### src/rtl/pipeline_hazard_ctrl.sv
// pipeline_hazard_ctrl: hazard, flush and freeze sequencing for the IF/ID,
// ID/EX and EX/MEM pipeline registers of a 5-stage in-order pipe.
// Optional feature macro: FORWARDING_EN. When it is defined, EX-stage operand
// forwarding selects are driven and only load-use dependences stall. When it
// is undefined, forwarding selects stay 00 and any RAW dependence on a value
// still in flight (EX, MEM or WB) stalls.
module pipeline_hazard_ctrl #(
    parameter int unsigned RA_W     = 3,
    parameter int unsigned MAX_WAIT = 15,
    parameter int unsigned CNT_W    = 16
) (
    input  logic             clk,
    input  logic             rst,
    input  logic [RA_W-1:0]  id_rs_i,
    input  logic [RA_W-1:0]  id_rt_i,
    input  logic             id_uses_rt_i,
    input  logic [RA_W-1:0]  ex_rs_i,
    input  logic [RA_W-1:0]  ex_rt_i,
    input  logic [RA_W-1:0]  ex_reg_write_i,
    input  logic             ex_wb_we_i,
    input  logic             ex_mem_read_i,
    input  logic [RA_W-1:0]  mem_reg_write_i,
    input  logic             mem_wb_we_i,
    input  logic [RA_W-1:0]  wb_reg_write_i,
    input  logic             wb_wb_we_i,
    input  logic             mem_pc_src_i,
    input  logic             mem_zero_i,
    input  logic             mem_busy_i,
    output logic             pc_write_o,
    output logic             ifid_write_o,
    output logic             idex_write_o,
    output logic             exmem_write_o,
    output logic             ifid_flush_o,
    output logic             idex_bubble_o,
    output logic             exmem_bubble_o,
    output logic [1:0]       fwd_a_o,
    output logic [1:0]       fwd_b_o,
    output logic [1:0]       state_o,
    output logic [CNT_W-1:0] stall_cnt_o,
    output logic [CNT_W-1:0] flush_cnt_o,
    output logic             err_o
);

    localparam int unsigned WAIT_W = $clog2(MAX_WAIT + 1);

    typedef enum logic [1:0] {
        ST_RUN   = 2'b00,
        ST_WAIT  = 2'b01,
        ST_FLUSH = 2'b10
    } state_e;

    state_e             state_q,     state_d;
    logic [WAIT_W-1:0]  wait_cnt_q,  wait_cnt_d;
    logic [CNT_W-1:0]   stall_cnt_q, stall_cnt_d;
    logic [CNT_W-1:0]   flush_cnt_q, flush_cnt_d;
    logic               err_q,       err_d;

    logic               hazard;
    logic               taken;
    logic               stall;
    logic [1:0]         fwd_a_raw;
    logic [1:0]         fwd_b_raw;
    logic [WAIT_W-1:0]  wait_inc;

    // Register 0 is hardwired, so a write to it never creates a dependence.
    function automatic logic match(input logic [RA_W-1:0] x,
                                   input logic [RA_W-1:0] d,
                                   input logic            we);
        return we && (d != '0) && (d == x);
    endfunction

`ifdef FORWARDING_EN
    // Only a load in EX cannot be forwarded in time; everything else is bypassed.
    always_comb begin
        hazard = ex_mem_read_i &&
                 (match(id_rs_i, ex_reg_write_i, ex_wb_we_i) ||
                  (id_uses_rt_i && match(id_rt_i, ex_reg_write_i, ex_wb_we_i)));
    end

    // EX/MEM result is the younger value, so it takes precedence over MEM/WB.
    always_comb begin
        if (match(ex_rs_i, mem_reg_write_i, mem_wb_we_i))
            fwd_a_raw = 2'b10;
        else if (match(ex_rs_i, wb_reg_write_i, wb_wb_we_i))
            fwd_a_raw = 2'b01;
        else
            fwd_a_raw = 2'b00;
        if (match(ex_rt_i, mem_reg_write_i, mem_wb_we_i))
            fwd_b_raw = 2'b10;
        else if (match(ex_rt_i, wb_reg_write_i, wb_wb_we_i))
            fwd_b_raw = 2'b01;
        else
            fwd_b_raw = 2'b00;
    end
`else
    logic unused_fwd_inputs;
    assign unused_fwd_inputs = ^{ex_rs_i, ex_rt_i, ex_mem_read_i};

    // Without bypassing, ID waits until the producer has left WB; the stall
    // length (3/2/1) follows from the producer advancing one stage per stall.
    always_comb begin
        hazard = match(id_rs_i, ex_reg_write_i,  ex_wb_we_i)  ||
                 match(id_rs_i, mem_reg_write_i, mem_wb_we_i) ||
                 match(id_rs_i, wb_reg_write_i,  wb_wb_we_i)  ||
                 (id_uses_rt_i &&
                  (match(id_rt_i, ex_reg_write_i,  ex_wb_we_i)  ||
                   match(id_rt_i, mem_reg_write_i, mem_wb_we_i) ||
                   match(id_rt_i, wb_reg_write_i,  wb_wb_we_i)));
        fwd_a_raw = 2'b00;
        fwd_b_raw = 2'b00;
    end
`endif

    assign taken = mem_pc_src_i && mem_zero_i;
    // The cycle after a flush ID holds a NOP, so its register fields are stale.
    assign stall = hazard && (state_q != ST_FLUSH);

    // Per-cycle stage controls; priority is reset, freeze, taken branch, stall.
    always_comb begin
        pc_write_o     = 1'b1;
        ifid_write_o   = 1'b1;
        idex_write_o   = 1'b1;
        exmem_write_o  = 1'b1;
        ifid_flush_o   = 1'b0;
        idex_bubble_o  = 1'b0;
        exmem_bubble_o = 1'b0;
        fwd_a_o        = fwd_a_raw;
        fwd_b_o        = fwd_b_raw;
        if (rst) begin
            ifid_flush_o   = 1'b1;
            idex_bubble_o  = 1'b1;
            exmem_bubble_o = 1'b1;
            fwd_a_o        = 2'b00;
            fwd_b_o        = 2'b00;
        end else if (mem_busy_i) begin
            pc_write_o    = 1'b0;
            ifid_write_o  = 1'b0;
            idex_write_o  = 1'b0;
            exmem_write_o = 1'b0;
        end else if (taken) begin
            ifid_flush_o   = 1'b1;
            idex_bubble_o  = 1'b1;
            exmem_bubble_o = 1'b1;
        end else if (stall) begin
            pc_write_o    = 1'b0;
            ifid_write_o  = 1'b0;
            idex_bubble_o = 1'b1;
        end
    end

    assign wait_inc = (wait_cnt_q == WAIT_W'(MAX_WAIT)) ? wait_cnt_q : wait_cnt_q + 1'b1;

    // Next state, watchdog and saturating event counters.
    always_comb begin
        state_d     = ST_RUN;
        wait_cnt_d  = '0;
        stall_cnt_d = stall_cnt_q;
        flush_cnt_d = flush_cnt_q;
        err_d       = err_q;
        if (mem_busy_i) begin
            state_d    = ST_WAIT;
            wait_cnt_d = wait_inc;
            if (wait_inc == WAIT_W'(MAX_WAIT))
                err_d = 1'b1;
        end else if (taken) begin
            state_d = ST_FLUSH;
            if (flush_cnt_q != '1)
                flush_cnt_d = flush_cnt_q + 1'b1;
        end else if (stall) begin
            if (stall_cnt_q != '1)
                stall_cnt_d = stall_cnt_q + 1'b1;
        end
    end

    // State register with synchronous reset.
    always_ff @(posedge clk) begin
        if (rst) begin
            state_q     <= ST_RUN;
            wait_cnt_q  <= '0;
            stall_cnt_q <= '0;
            flush_cnt_q <= '0;
            err_q       <= 1'b0;
        end else begin
            state_q     <= state_d;
            wait_cnt_q  <= wait_cnt_d;
            stall_cnt_q <= stall_cnt_d;
            flush_cnt_q <= flush_cnt_d;
            err_q       <= err_d;
        end
    end

    assign state_o     = state_q;
    assign stall_cnt_o = stall_cnt_q;
    assign flush_cnt_o = flush_cnt_q;
    assign err_o       = err_q;

endmodule

### config.mk
export PLATFORM = sky130hd
export DESIGN_NAME = pipeline_hazard_ctrl
export DESIGN_NICKNAME = d
export VERILOG_FILES = /design/src/rtl/pipeline_hazard_ctrl.sv
export SDC_FILE = /design/constraint.sdc
export NUM_CORES = 1
export LEC_CHECK = 0
export CAP_MARGIN = 20
export CORE_MARGIN = 5
export CORE_UTILIZATION = 45
export DETAILED_ROUTE_END_ITERATION = 8
export PLACE_DENSITY_LB_ADDON = 0.2
export SYNTH_ARGS = -nofsm -noshare
export SYNTH_HDL_FRONTEND = slang
export SYNTH_SLANG_ARGS = --single-unit
export TNS_END_PERCENT = 30
### constraint.sdc
create_clock -name clk -period 3.7 [get_ports clk]
set_clock_uncertainty 0.2 [all_clocks]
set_input_delay 0.37 -clock clk [delete_from_list [all_inputs] [get_ports clk]]
set_output_delay 0.37 -clock clk [all_outputs]
set_load 0.005 [all_outputs]
==> results.yml, run 1 <==
timing:
  finalWorstPathRequiredPeriod_ns: 3.25
  maxSlewHeadroom_pct: 64.8
  timing.final.hold_violations: 0
  report.final.slew_viol_count: 0
  rsz0062_at_grt: "false"
  timing_worst_slew_pin_value_ns: 0.528
  fin_tns_setup_ns: 0
  setup_viol_count_final: 0
  period_share_pct: 88.0
  max_freq_mhz: 307
critical_path:
  worst-endpoint-arrival_ns: 2.68
  timing.setup.critical_path_class: "input pin to primary output"
  timing.critical_path.cells: "clkdlybuf4s50_1, o31ai_1, nor4_1, o21ai_1, nor4b_4, a2111oi_0, nor2_1, clkdlybuf4s50_1"
  worst_reg_to_reg_path_cell_count: 6
  critical_path.reg2reg.startpoint: "stall_cnt_o[10]"
  crit_path_top_delay_cell: "clkdlybuf4s50_1"
  critPathMaxFanout: 3
  critical_path.startpoint_type: "input pin"
  critical_path_required_ns: 3.13
  critical_path.endpoint_type: "primary output"
  setup.reg_to_reg.worst_slack_ns: 1.54
  critPathMostFrequentCell: "clkdlybuf4s50_1"
  rr_endpoint: "stall_cnt_o[3]"
  critical_path.max_stage_delay_ns: 0.54
logic_synthesis:
  yosys-mux-area-fraction_pct: 5.75
  synth_top_family_by_area: "simple AND/OR/NAND/NOR gates"
  avgSynthCellArea_um2: 8.56
  synth_xor_xnor_area_share_pct: 12.7
  synth_fa_ha_area_share_pct: 1.64
  synth.cell_area_mm2: 0.00228
  synth_compound_gate_area_share_pct: 10.1
  synthCells: 267
  ys_warn_count: 0
  synth_enable_flop_cells: 0
  proportion_of_register_bits_with_asynchronous_set_or_reset_after_synthesis_pct: 0
  synth_sequential_area_ratio_pct: 34.2
  netlist-cell-type-count: 48
  ys_flop_type: "dfxtp_1"
  yosys.area_share.simple_pct: 30.6
  ys_seq_elements: 39
routing:
  drt.antenna.violating_nets: 0
  vias: 2106
  vias_per_cell: 5.23
  wire_per_inst_um: 13.9
  drcViolationCount: 0
  wirelength_um: 5590
  drt_first_pass_iters: 4
  drt-initial-drc-count: 61
layout:
  layout.area.seq_um2: 781
  finalNetCount: 366
  multi_input_area_mm2: 0.00140
  layout-drive-gt1-share_pct: 6.31
  stdcell_count: 403
  postLayoutCoreUtil_pct: 61.7
  mostFrequentLayoutCell: "clkdlybuf4s50_1"
  flow.area_growth_from_synthesis_pct: 35.3
  filler_cell_count: 480
  insertedDiodeCount: 0
  most-common-layout-cells: "clkdlybuf4s50_1 (65), dfxtp_1 (39), nor2_1 (34)"
pwr:
  totalPowerFinal_uw: 929
  vdd_drop_max_v: 0.000237
  power_density_mw_per_mm2: 300
  total_leakage_power_uw: 0.00109
grt:
  grt_usage_pct: 18.2
  antenna_violations_before_repair: 0
  first_global_vias: 2043
  grt_pass1_wl_um: 9590
  grt_max_degree: 27
  global_route.overflow_total: 0
clocking:
  clock_tree_from_tritoncts: "yes"
  post-cts-setup-buffer-count: 0
  cts-root-to-sink-buffers: 2
  hold_buffers: 0
  clock_sink_count: 39
  clk_latency_ns: 0.30
  cts_max_level: 2
  number_of_instances_resized_during_post_cts_repair: 0
  root_buffer: "clkbuf_8"
  number_of_cts_inserted_buffers: 5
  clkTransAtPathRegs_ns: 0.08
die:
  core.rowCount: 26
  overall_die_area_mm2: 0.00660
  die_h_um: 81.3
  core-area_mm2: 0.00501
  die_boundary_width_um: 81.3
  start_util_pct: 45.6
  ios: 77
placed_design:
  place_inst: 395
  port_buffers: 65
  post-dp-hpwl_um: 4250
  gp_congestion: 0.824
hold_path:
  hold_start: "err_o"
  worstHoldEndpoint: "err_o"
  hp-class: "flop to flop"
  timing.hold.worst_path_depth: 2
run:
  max_cap_violations: 0
run_status:
  run_status: "completed"
## report_power, final
part	internal, uW	switching [uW]
sequential	423	4.83
combinational	67.7	65.2
clock	203	165
total	694	235
## synth_stat cells (2+ instances only)
master	instances	share of area (%)
dfxtp_1	39	34
nor2_1	34	5.6
xor2_1	24	9.2
nand2_1	13	2.1
nand3_1	13	2.8
nand4_1	13	3.6
a21oi_1	11	2.4
nor2b_1	10	2.7
mux2_1	9	4.4
xnor2_1	9	3.5
buf_4	7	2.3
inv_1	6	0.99
o31ai_1	6	2.0
clkbuf_1	5	0.82
nor3_1	5	1.1
o21ai_0	5	1.1
and3_1	4	1.1
nand2b_1	4	1.1
or3_1	4	1.1
and4_1	3	1.2
ha_1	3	1.6
mux2i_1	3	1.3
nor4_1	3	0.82
nor4_2	3	1.6
or4_1	3	0.99
a31oi_1	2	0.55
and2_1	2	0.55
nor3_2	2	0.88
nor3b_1	2	0.66
o21ai_1	2	0.44
## critical path: cells and delay by family
kind            cells  cell delay, ns
compound gates      3            0.68
buf+inv             2            1.03
simple gates        3            0.60
## how the worst max path moves through the flow
stage	from	endpoint	cells after the start
2_1_floorplan	wb_reg_write_i[0]	pc_write_o	8
3_5_place_dp	wb_reg_write_i[0]	pc_write_o	8
5_1_grt	wb_reg_write_i[1]	ifid_write_o	8
4_1_cts	wb_reg_write_i[0]	ifid_write_o	8
6_report	wb_reg_write_i[0]	ifid_write_o	8
3_3_place_gp	wb_reg_write_i[0]	ifid_write_o	8
## final cells by class
type	instances	area share, %
clock buffer	5	2.23
clock inverter	3	1.50
inverter	7	0.850
multi-input combinational	210	45.3
sequential	39	25.3
tap	70	2.83
timing repair buffer	69	22.0
## per-stage QoR
stage | hold WS, ns | setup slack, ns | cell area [um^2]
after floorplan | 0.267 | 1.35 | 2300
after global placement | 0.264 | 0.442 | 2980
after detailed placement | 0.271 | 0.449 | 2980
after CTS | 0.288 | 0.419 | 3090
after global routing | 0.311 | 0.212 | 3090
final | 0.282 | 0.446 | 3090
## logic make-up after synthesis
family / count (synthesis)
buffers and inverters: 21
AOI/OAI and AO/OA: 35
and+or+nand+nor: 123
DFF: 39
adders and majority gates: 3
muxes: 12
xor gates and xnor gates: 33
other: 1
## metal layers
layer | wire (um) | part of all wire [%] | track usage (%)
met5 | 0 | 0 | 0
met4 | 44 | 0.79 | 4.05
met3 | 281 | 5.0 | 3.88
met2 | 2640 | 47 | 31.4
met1 | 2620 | 47 | 23.1
## sequential cells by signal, indices dropped and copies added, names as in the netlist
| register | count |
|---|---|
| wait_cnt_q | 4 |
| stall_cnt_o | 16 |
| err_o | 1 |
| state_o | 2 |
| flush_cnt_o | 16 |
No activity file was read; power rests on OpenSTA's default activity.
==> inputs of run 2 (changes only) <==
Settings changed: CORE_MARGIN 5 to default.
==> run 2 against run 1 <==
Effect of this change:
- sequential power about the same
- critical endpoint unchanged
- hold slack better by 0.013 ns
- worst setup slack better by 0.076 ns
- cell count down 1.2%
- global-route usage up 1.5 points
- sequential share of layout area up 0.19 points
- largest power group unchanged
==> results.yml, run 2 (synthesis results as in run 1) <==
die:
  start_util_pct: 47.4
  ios: 77
  core.rowCount: 25
  die_h_um: 73.3
  core-area_mm2: 0.00482
  overall_die_area_mm2: 0.00537
  die_boundary_width_um: 73.3
critical_path:
  timing.setup.critical_path_class: "input pin to primary output"
  critical_path.startpoint_type: "input pin"
  worst-endpoint-arrival_ns: 2.61
  critical_path.endpoint_type: "primary output"
  critical_path_required_ns: 3.13
  critPathMaxFanout: 3
grt:
  groute.layer.met1.usage_pct: 26.3
  global_route.usage.met2_pct: 31.3
  grt_max_degree: 47
  antenna_violations_before_repair: 0
  first_global_vias: 1812
  global_route.overflow_total: 0
  grt_usage_pct: 19.7
  grt_pass1_wl_um: 8250
  global_route.peak_usage_layer: "met2"
  use_met3_pct: 4.53
layout:
  mostFrequentLayoutCell: "clkdlybuf4s50_1"
  insertedDiodeCount: 0
  most-common-layout-cells: "clkdlybuf4s50_1 (65), dfxtp_1 (39), nor2_1 (34)"
  finalNetCount: 364
  flow.area_growth_from_synthesis_pct: 34.3
  layout-drive-gt1-share_pct: 5.74
  postLayoutCoreUtil_pct: 63.7
clocking:
  clkTransAtPathRegs_ns: 0.08
  clock_tree_from_tritoncts: "yes"
  cts-root-to-sink-buffers: 2
  number_of_cts_inserted_buffers: 5
  clock_sink_count: 39
  hold_buffers: 0
  number_of_instances_resized_during_post_cts_repair: 0
  clk_latency_ns: 0.30
  root_buffer: "clkbuf_8"
  post-cts-setup-buffer-count: 0
  cts_max_level: 2
timing:
  rsz0062_at_grt: "false"
  period_share_pct: 85.9
  finalWorstPathRequiredPeriod_ns: 3.18
  setup_viol_count_final: 0
  max_freq_mhz: 315
  timing_worst_slew_pin_value_ns: 0.582
  fin_tns_setup_ns: 0
  timing.final.hold_violations: 0
  maxSlewHeadroom_pct: 60.8
  report.final.slew_viol_count: 0
placed_design:
  port_buffers: 65
  post-dp-hpwl_um: 3710
  gp_congestion: 0.835
routing:
  drt.antenna.violating_nets: 0
  vias_per_cell: 5.26
  drcViolationCount: 0
  vias: 2093
  drt_first_pass_iters: 4
  wirelength_um: 5000
  drt-initial-drc-count: 75
  wire_per_inst_um: 12.6
pwr:
  power_density_mw_per_mm2: 283
  total_leakage_power_uw: 0.00108
  vdd_drop_max_v: 0.000186
  totalPowerFinal_uw: 868
run:
  max_cap_violations: 0
hold_path:
  hp-class: "flop to flop"
run_status:
  run_status: "completed"
[run 2: changes by cell type in the layout (fill, tap and decap cells not counted), sizes merged]
cell,change
buf,-2
bufinv,-1
clkbuf,+1
clkinv,+1
inv,-1
[run 2: metal layers]
layer  vias to the layer above  part of all wire (%)  routed length, um
met3                         5                   5.1                257
met2                        64                    44               2200
met4                         0                   1.3                 65
met1                       948                    50               2480
met5                         -                     0                  0
li1                       1076                     -                  -
[run 2: worst paths after layout]
check,endpoint,startpoint,cells after the start,slack (ns)
setup / recovery,ifid_write_o,wb_reg_write_i[1],8,0.52
hold / removal,err_o,err_o,2,0.30
setup reg to reg,stall_cnt_o[8],stall_cnt_o[10],5,1.58
hold reg to reg,err_o,err_o,2,0.30
[run 2: critical path, stage by stage]
cell	delay, ns
clkdlybuf4s50_1	0.48
o31ai_1	0.39
nor4_1	0.11
o21ai_1	0.14
nor4b_4	0.28
a2111oi_0	0.13
nor2_1	0.17
clkdlybuf4s50_1	0.53
[run 2: layout make-up]
class	count	area, um^2
inverter	7	26.3
tap	67	83.8
clock buffer	6	82.6
multi-input combinational	210	1400
timing repair buffer	67	678
sequential	39	781
clock inverter	2	16.3
fill	447	1750
[run 2: where the power goes]
part / switching, uW / internal [uW]
logic: 63.0 / 66.4
clock network: 158 / 152
registers: 4.85 / 423
[run 2: metrics by stage]
step                      hold slack (ns)  worst slack (ns)  instance area [um^2]  instances
after detailed placement            0.282             0.488                  2970        390
after CTS                           0.296             0.473                  3070        398
after global routing                0.311             0.292                  3070        398
final                               0.296             0.521                  3070        398
after floorplan                     0.267              1.35                  2300        270
after global placement              0.269             0.505                  2970        390
